==> config.mk <==
export PLATFORM = sky130hd
export DESIGN_NAME = clk_freq_meter
export DESIGN_NICKNAME = d
export VERILOG_FILES = /design/src/rtl/clk_freq_meter.sv
export SDC_FILE = /design/constraint.sdc
export NUM_CORES = 1
export LEC_CHECK = 0
export BUFFER_PORTS_ARGS = -buffer_cell sky130_fd_sc_hd__buf_2
export CORE_MARGIN = 2
export CORE_UTILIZATION = 45
export CTS_BUF_LIST = sky130_fd_sc_hd__clkbuf_8
export CTS_CLUSTER_DIAMETER = 40
export DETAILED_ROUTE_END_ITERATION = 8
export GPL_TIMING_DRIVEN = 0
export PLACE_DENSITY = 0.73
export SLEW_MARGIN = 20
export SYNTH_ARGS = -nofsm -noshare
export SYNTH_HDL_FRONTEND = slang
export SYNTH_SLANG_ARGS = --single-unit
==> constraint.sdc <==
create_clock -name CLOCK -period 3.9 [get_ports CLOCK]
set_clock_uncertainty 0.1 [all_clocks]
set_input_delay 0.195 -clock CLOCK [delete_from_list [all_inputs] [get_ports CLOCK]]
set_output_delay 0.195 -clock CLOCK [all_outputs]
set_load 0.005 [all_outputs]
==> src/rtl/clk_freq_meter.sv <==
`timescale 1ns/1ps
// clk_freq_meter: counts rising edges of an asynchronous divided clock over a fixed
// CLOCK-cycle gate window. Define CLK_FREQ_METER_AUTORUN_EN for back-to-back windows.
module clk_freq_meter #(
  parameter int GATE_CYCLES = 1000,
  parameter int EXP_COUNT   = 62,
  parameter int TOL         = 1,
  parameter int CNT_W       = 16
) (
  input  logic             CLOCK,
  input  logic             RESET,
  input  logic             start,
  input  logic             clk_in,
  output logic             busy,
  output logic             done,
  output logic [CNT_W-1:0] count,
  output logic             in_range,
  output logic             overflow
);

`ifdef CLK_FREQ_METER_AUTORUN_EN
  localparam bit AUTORUN = 1'b1;
`else
  localparam bit AUTORUN = 1'b0;
`endif

  localparam int GATE_W = (GATE_CYCLES > 1) ? $clog2(GATE_CYCLES) : 1;
  localparam int EXT_W  = (CNT_W < 32) ? 32 : CNT_W + 1;
  localparam logic [GATE_W-1:0] GATE_LAST = GATE_W'(GATE_CYCLES - 1);
  // Lower bound clamps at zero instead of wrapping when TOL exceeds EXP_COUNT.
  localparam logic [EXT_W-1:0] LO_BOUND = (EXP_COUNT > TOL) ? EXT_W'(EXP_COUNT - TOL) : '0;
  localparam logic [EXT_W-1:0] HI_BOUND = EXT_W'(EXP_COUNT + TOL);

  typedef enum logic [1:0] {S_IDLE, S_MEASURE, S_DONE} state_t;

  state_t             r_state;
  logic               r_s1, r_s2, r_s3;
  logic [GATE_W-1:0]  r_gate;
  logic [CNT_W-1:0]   r_edge_cnt;
  logic               r_ovf;

  logic               w_edge;
  logic               w_sat;
  logic [CNT_W-1:0]   w_next_cnt;
  logic               w_next_ovf;
  logic [EXT_W-1:0]   w_next_ext;
  logic               w_next_in_range;
  logic               w_gate_end;
  logic               w_go;

  // NOTE: sequential state uses non-blocking assignments so every flop samples
  // the pre-edge value of its neighbour; blocking here would collapse the chain.
  always_ff @(posedge CLOCK or posedge RESET) begin
    if (RESET) begin
      r_s1 <= 1'b0;
      r_s2 <= 1'b0;
      r_s3 <= 1'b0;
    end else begin
      r_s1 <= clk_in;
      r_s2 <= r_s1;
      r_s3 <= r_s2;
    end
  end

  assign w_edge          = r_s2 & ~r_s3;
  assign w_sat           = &r_edge_cnt;
  assign w_next_cnt      = (w_edge && !w_sat) ? r_edge_cnt + CNT_W'(1) : r_edge_cnt;
  assign w_next_ovf      = r_ovf | (w_edge & w_sat);
  assign w_next_ext      = EXT_W'(w_next_cnt);
  assign w_next_in_range = !w_next_ovf && (w_next_ext >= LO_BOUND) && (w_next_ext <= HI_BOUND);
  assign w_gate_end      = (r_gate == GATE_LAST);
  assign w_go            = AUTORUN | start;

  // Results are latched on the last MEASURE edge so done and the data appear together.
  always_ff @(posedge CLOCK or posedge RESET) begin
    if (RESET) begin
      r_state    <= S_IDLE;
      r_gate     <= '0;
      r_edge_cnt <= '0;
      r_ovf      <= 1'b0;
      busy       <= 1'b0;
      done       <= 1'b0;
      count      <= '0;
      in_range   <= 1'b0;
      overflow   <= 1'b0;
    end else begin
      case (r_state)
        S_IDLE: begin
          done <= 1'b0;
          if (w_go) begin
            r_state    <= S_MEASURE;
            r_gate     <= '0;
            r_edge_cnt <= '0;
            r_ovf      <= 1'b0;
            busy       <= 1'b1;
          end
        end
        S_MEASURE: begin
          r_gate     <= r_gate + GATE_W'(1);
          r_edge_cnt <= w_next_cnt;
          r_ovf      <= w_next_ovf;
          if (w_gate_end) begin
            r_state  <= S_DONE;
            busy     <= 1'b0;
            done     <= 1'b1;
            count    <= w_next_cnt;
            overflow <= w_next_ovf;
            in_range <= w_next_in_range;
          end
        end
        S_DONE: begin
          done <= 1'b0;
          if (AUTORUN) begin
            r_state    <= S_MEASURE;
            r_gate     <= '0;
            r_edge_cnt <= '0;
            r_ovf      <= 1'b0;
            busy       <= 1'b1;
          end else begin
            r_state <= S_IDLE;
          end
        end
        default: r_state <= S_IDLE;
      endcase
    end
  end

endmodule

Word-level counts from Yosys, hierarchy flattened. Cells that the tools add are included.

Add/subtract/negate cells: 2. Magnitude comparators: 2. Equality and inequality tests: 5. Muxes and demuxes: 15. Bitwise logic cells: 4. Reductions and logical operators: 15.

Operators by type and width (count): 2-to-1 mux 16 bit (2); case mux 16 bit (2 select lines) (1); case mux 10 bit (2 select lines) (1); adder 16 x 1 -> 16 bit (second input constant) (1); >= comparator 16 x 6 -> 1 bit (second input constant) (1); <= comparator 16 x 6 -> 1 bit (second input constant) (1); AND reduction 16 bit (1); adder 10 x 1 -> 10 bit (second input constant) (1); equality test 10 bit (second input constant) (1); 2-to-1 mux 10 bit (1); AND reduction 2 bit (4); case mux 1 bit (2 select lines) (3); 2-to-1 mux 1 bit (4); 2-to-1 mux 2 bit (2); inequality test 2 bit (second input constant) (2); case mux 2 bit (2 select lines) (1); nonzero test 2 bit (2); logical AND 1 bit (3); AND reduction 3 bit (1); bitwise AND 1 bit (2); equality test 2 x 1 -> 1 bit (second input constant) (1); equality test 2 bit (second input constant) (1); logical NOT 1 bit (2); logical NOT 2 bit (1); 3 further kinds (3).

Bits in registers: 52. Input port bits: 4. Output and inout bits: 20. Word-level logic and storage cells: 55.

Longest topological paths before layout.
Depth in word-level cells: 7. Depth in mapped cells: 9. Gate-level depth less buffers: 8.

Least setup slack after synthesis. OpenSTA, ideal clock, no wires.

Path kind: register to register. From: reg r_edge_cnt[0]. To: reg in_range. Setup time: 0.095 ns. Arrival: 1.873 ns. Data required time: 3.705 ns. Slack: 1.832 ns. Cell stages (with the launch flop): 10. Buffers on the path: 2. Clock period less this slack: 2.068 ns. Cell sequence: dfrtp_1 ha_1 and4b_1 buf_6 nand3_4 buf_6 o31a_1 nor3_2 nand4_1 o31ai_1.

Cells in the longest elaborated chain, start to end: 7. Elaborated cells between the ends (all ways): 12. Those cells by class: 1 x add/sub; 2 x order compare; 1 x mux; 2 x bitwise; 6 x reduce/logical.

Ends and longest elaborated chain: start: declaration (RTL line 39) `logic [CNT_W-1:0] r_edge_cnt;`; start signal: assignment (RTL line 100) `r_edge_cnt <= w_next_cnt;`; branches (longest 6 deep; another with adder 16 x 1 -> 16 bit); logical AND 1 bit * (RTL line 70) `assign w_next_in_range = !w_next_ovf && (w_next_ext >= LO_BOUND) && (w_next_ext <= HI_BOUND);`; end signal: assignment (RTL line 108) `in_range <= w_next_in_range;`; end: declaration (RTL line 17) `output logic in_range,`.

Mark *: on every way between the ends. A chain may end at the register's enable or synchronous reset.

Worst setup path after layout. Same ends and word-level chain as after synthesis.

==> flow_metrics.tcl <==
set metrics [dict create \
    place.gp.congestion 0.912 \
    drtPass1Iterations 5 \
    report.final.hold_viol_count 0 \
    drt_iter0_markers 144 \
    die-area_um2 6690 \
    worst-path-buf-inv 1 \
    clock_transition_at_the_registers_of_the_reported_paths_ps 80 \
    portBuffers 23 \
    num_rows 28 \
    setup_repair_after_global_routing_missed_its_margin "no" \
    synth.yosys.seq_area_share_pct 47.8 \
    layout-area-overhead-vs-synth_pct 13.5 \
    power_density_nw_per_um2 563 \
    met3_usage_pct 2.86 \
    max_freq_mhz 402 \
    ctsRootBufferMaster "clkbuf_8" \
    critical_path_required_ps 3990 \
    insertedDiodeCount 0 \
    worst-path-max-fanout 8 \
    tritoncts.num_buffers 5 \
    yosys_register_bits 52 \
    worst_setup_path_start_kind "flip-flop" \
    top_usage_layer "met2" \
    timing.slew.headroom_pct 44.6 \
    final_net_count 336 \
    critPathSlowestCell "a2111oi_0" \
    grt_pass1_wl_um 10900 \
    slew_violations 0 \
    route.detailed.wl_per_inst_um 15.9 \
    clock_path_buffers 2 \
    syn_area_um2 2730 \
    synthesis.area_per_instance_um2 9.18 \
    dp_hpwl_um 4540 \
    drc 0 \
    die_x_um 81.8 \
    grt_use_total_pct 21.5 \
    totalWireLength_um 6470 \
    synth-edff-count 0 \
    vdd_drop_max_mv 0.189 \
    grt_antenna_before_repair 0 \
    cts-resized-gates 0 \
    worst_slew_pin_slew_ps 810 \
    grt_util_met1_pct 28.0 \
    final_common_cell "dfrtp_1" \
    syn-instance-count 297 \
    cell_chain_critical_path "ha_1 > and4b_1 > buf_6 > nand3_4 > a2111oi_0 > nor3_2 > nand4_1 > o31ai_1" \
    dieHeight_um 81.8 \
    seqCellArea_um2 1300 \
    numClockSinks 52 \
    total_leakage_power_uw 0.00138 \
    dominantRegCellSynth "dfrtp_1" \
    layout_common_cells "dfrtp_1, nand2_1, o21ai_0, buf_2, nor2_1" \
    finalCriticalPeriod_ps 2490 \
    timing.final.setup_violations 0 \
    finalSetupTns_ps 0 \
    cts.htree.levels 2 \
    holdCritPathClass "reg -> reg" \
    syn-num-nets 303 \
    global_route.usage.met2_pct 35.7 \
    route.vias.total 2311 \
    multi_input_area_um2 1290 \
    period_share_pct 63.7 \
    synthArstFlopShare_pct 100 \
    antenna_violating_nets_post_route 0 \
    floorplan.initialDensity_pct 46.3 \
    crit_family "compound AO/OA/AOI/OAI gates" \
    fin_worst_hold_slack_ps 255 \
    setup.worst_path.end_class "flip-flop" \
    fillers 545 \
    globalRouteOverflowTotal 0 \
    clkLatencyLatePin_ps 310 \
    max_cap_violations 0 \
    worstSetupPathType "reg -> reg" \
    synthDistinctLibCells 53 \
    grt_pass1_vias 2220 \
    core_um2 5890 \
    ios 24 \
    worst_path_largest_cell_delay_ps 740 \
    layout-drive-gt1-share_pct 17.2 \
    worstPathArrival_ps 2570 \
    status "finished clean" \
    yosysWarningCount 0 \
    tritoncts "done" \
    maximum_number_of_pins_on_one_net_before_global_route_repair 53 \
    viasPerCell 5.69 \
]
-- layout make-up --
cell class	count	area share (%)
buffer	21	3.80
clock buffer	7	3.11
clock inverter	1	0.971
inverter	3	0.445
multi-input combinational	221	41.9
sequential	52	42.1
tap	75	3.03
timing repair buffer	26	4.69
-- layer usage --
metal	part of all wire [%]	up-vias
li1	-	1133
met1	45	1114
met2	48	52
met3	4.0	12
met4	2.3	0
met5	0	-
-- worst register-to-register path: cells and delay by family, from the launching register on --
family                     cells  cell delay [ps]
adders and majority gates      1              260
and+or+nand+nor                4              560
DFF                            1              470
buffers and inverters          1              140
AOI/OAI and AO/OA              2              840
-- synthesized netlist by cell type, drive strengths merged, types with 2 or more instances --
cell type | instances | area [µm²]
a21oi | 9 | 45.0
a22o | 3 | 27.5
a31oi | 6 | 37.5
and2 | 3 | 20.0
and3 | 5 | 31.3
and4 | 6 | 55.1
and4b | 2 | 21.3
buf | 10 | 65.1
clkbuf | 11 | 52.5
dfrtp | 52 | 1300
ha | 2 | 25.0
inv | 3 | 11.3
mux2i | 3 | 30.0
nand2 | 46 | 173
nand2b | 2 | 12.5
nand3 | 16 | 92.6
nand4 | 9 | 77.6
nor2 | 23 | 86.3
nor2b | 4 | 25.0
nor3 | 6 | 35.0
nor4 | 2 | 27.5
o211ai | 2 | 15.0
o21ai | 42 | 210
o21bai | 2 | 15.0
o31ai | 6 | 45.0
or3 | 4 | 26.3
xnor2 | 4 | 35.0
xor2 | 4 | 35.0
-- state kept, by name, summed over array words and instances (netlist names) --
register,cells
count,16
r_edge_cnt,16
r_gate,10
r_state,2
busy,1
done,1
in_range,1
overflow,1
r_ovf,1
r_s1,1
r_s2,1
r_s3,1
-- final timing paths --
path	start	end	slack (ps)	cells past startpoint
max reg2reg	r_edge_cnt[0]$_DFFE_PP0P_	in_range$_DFFE_PP0P_	1410	8
min	r_s1$_DFF_PP0_	r_s2$_DFF_PP0_	260	0
min reg2reg	r_s1$_DFF_PP0_	r_s2$_DFF_PP0_	260	0
min in group asynchronous	RESET	overflow$_DFFE_PP0P_	420	3
max	r_edge_cnt[0]$_DFFE_PP0P_	in_range$_DFFE_PP0P_	1410	8
max in group asynchronous	RESET	count[3]$_DFFE_PP0P_	2840	3
-- cell families (layout without fill, tap and decap cells) --
logic type,after synthesis,in the layout,synth area share [%]
multiplexers,4,4,1.52
flip-flops,52,52,47.8
AO/OA/AOI/OAI,77,77,16.8
buffers and inverters,24,58,4.73
XOR/XNOR,8,8,2.57
adder cells (fa/ha/maj),2,2,0.918
AND/OR/NAND/NOR,130,130,25.8
-- power breakdown --
group	leakage, µW	internal (µW)	total (µW)	switching, µW
combinational	0.000653	218	507	289
clock	0.0000645	227	406	179
sequential	0.000660	678	828	150
-- metrics by stage --
stage / setup slack [ps] / utilization, % / total power [µW] / std cells / cell area (µm²)
after CTS: 1450 / 52.6 / 1750 / 406 / 3090
after global placement: 1530 / 49.9 / 1310 / 395 / 2930
after floorplan: 1830 / - / 1190 / 297 / 2730
after detailed placement: 1470 / 49.9 / 1340 / 395 / 2940
after global routing: 1240 / 52.6 / 1870 / 406 / 3090
final: 1410 / 52.6 / 1740 / 406 / 3090
-- repair_timing --
item | CTS | global route
setup buffers | 0 | 0
hold endpoints to repair | 54 | 0
hold buffers | 3 | 0
Power figures use the tool's default switching activity.
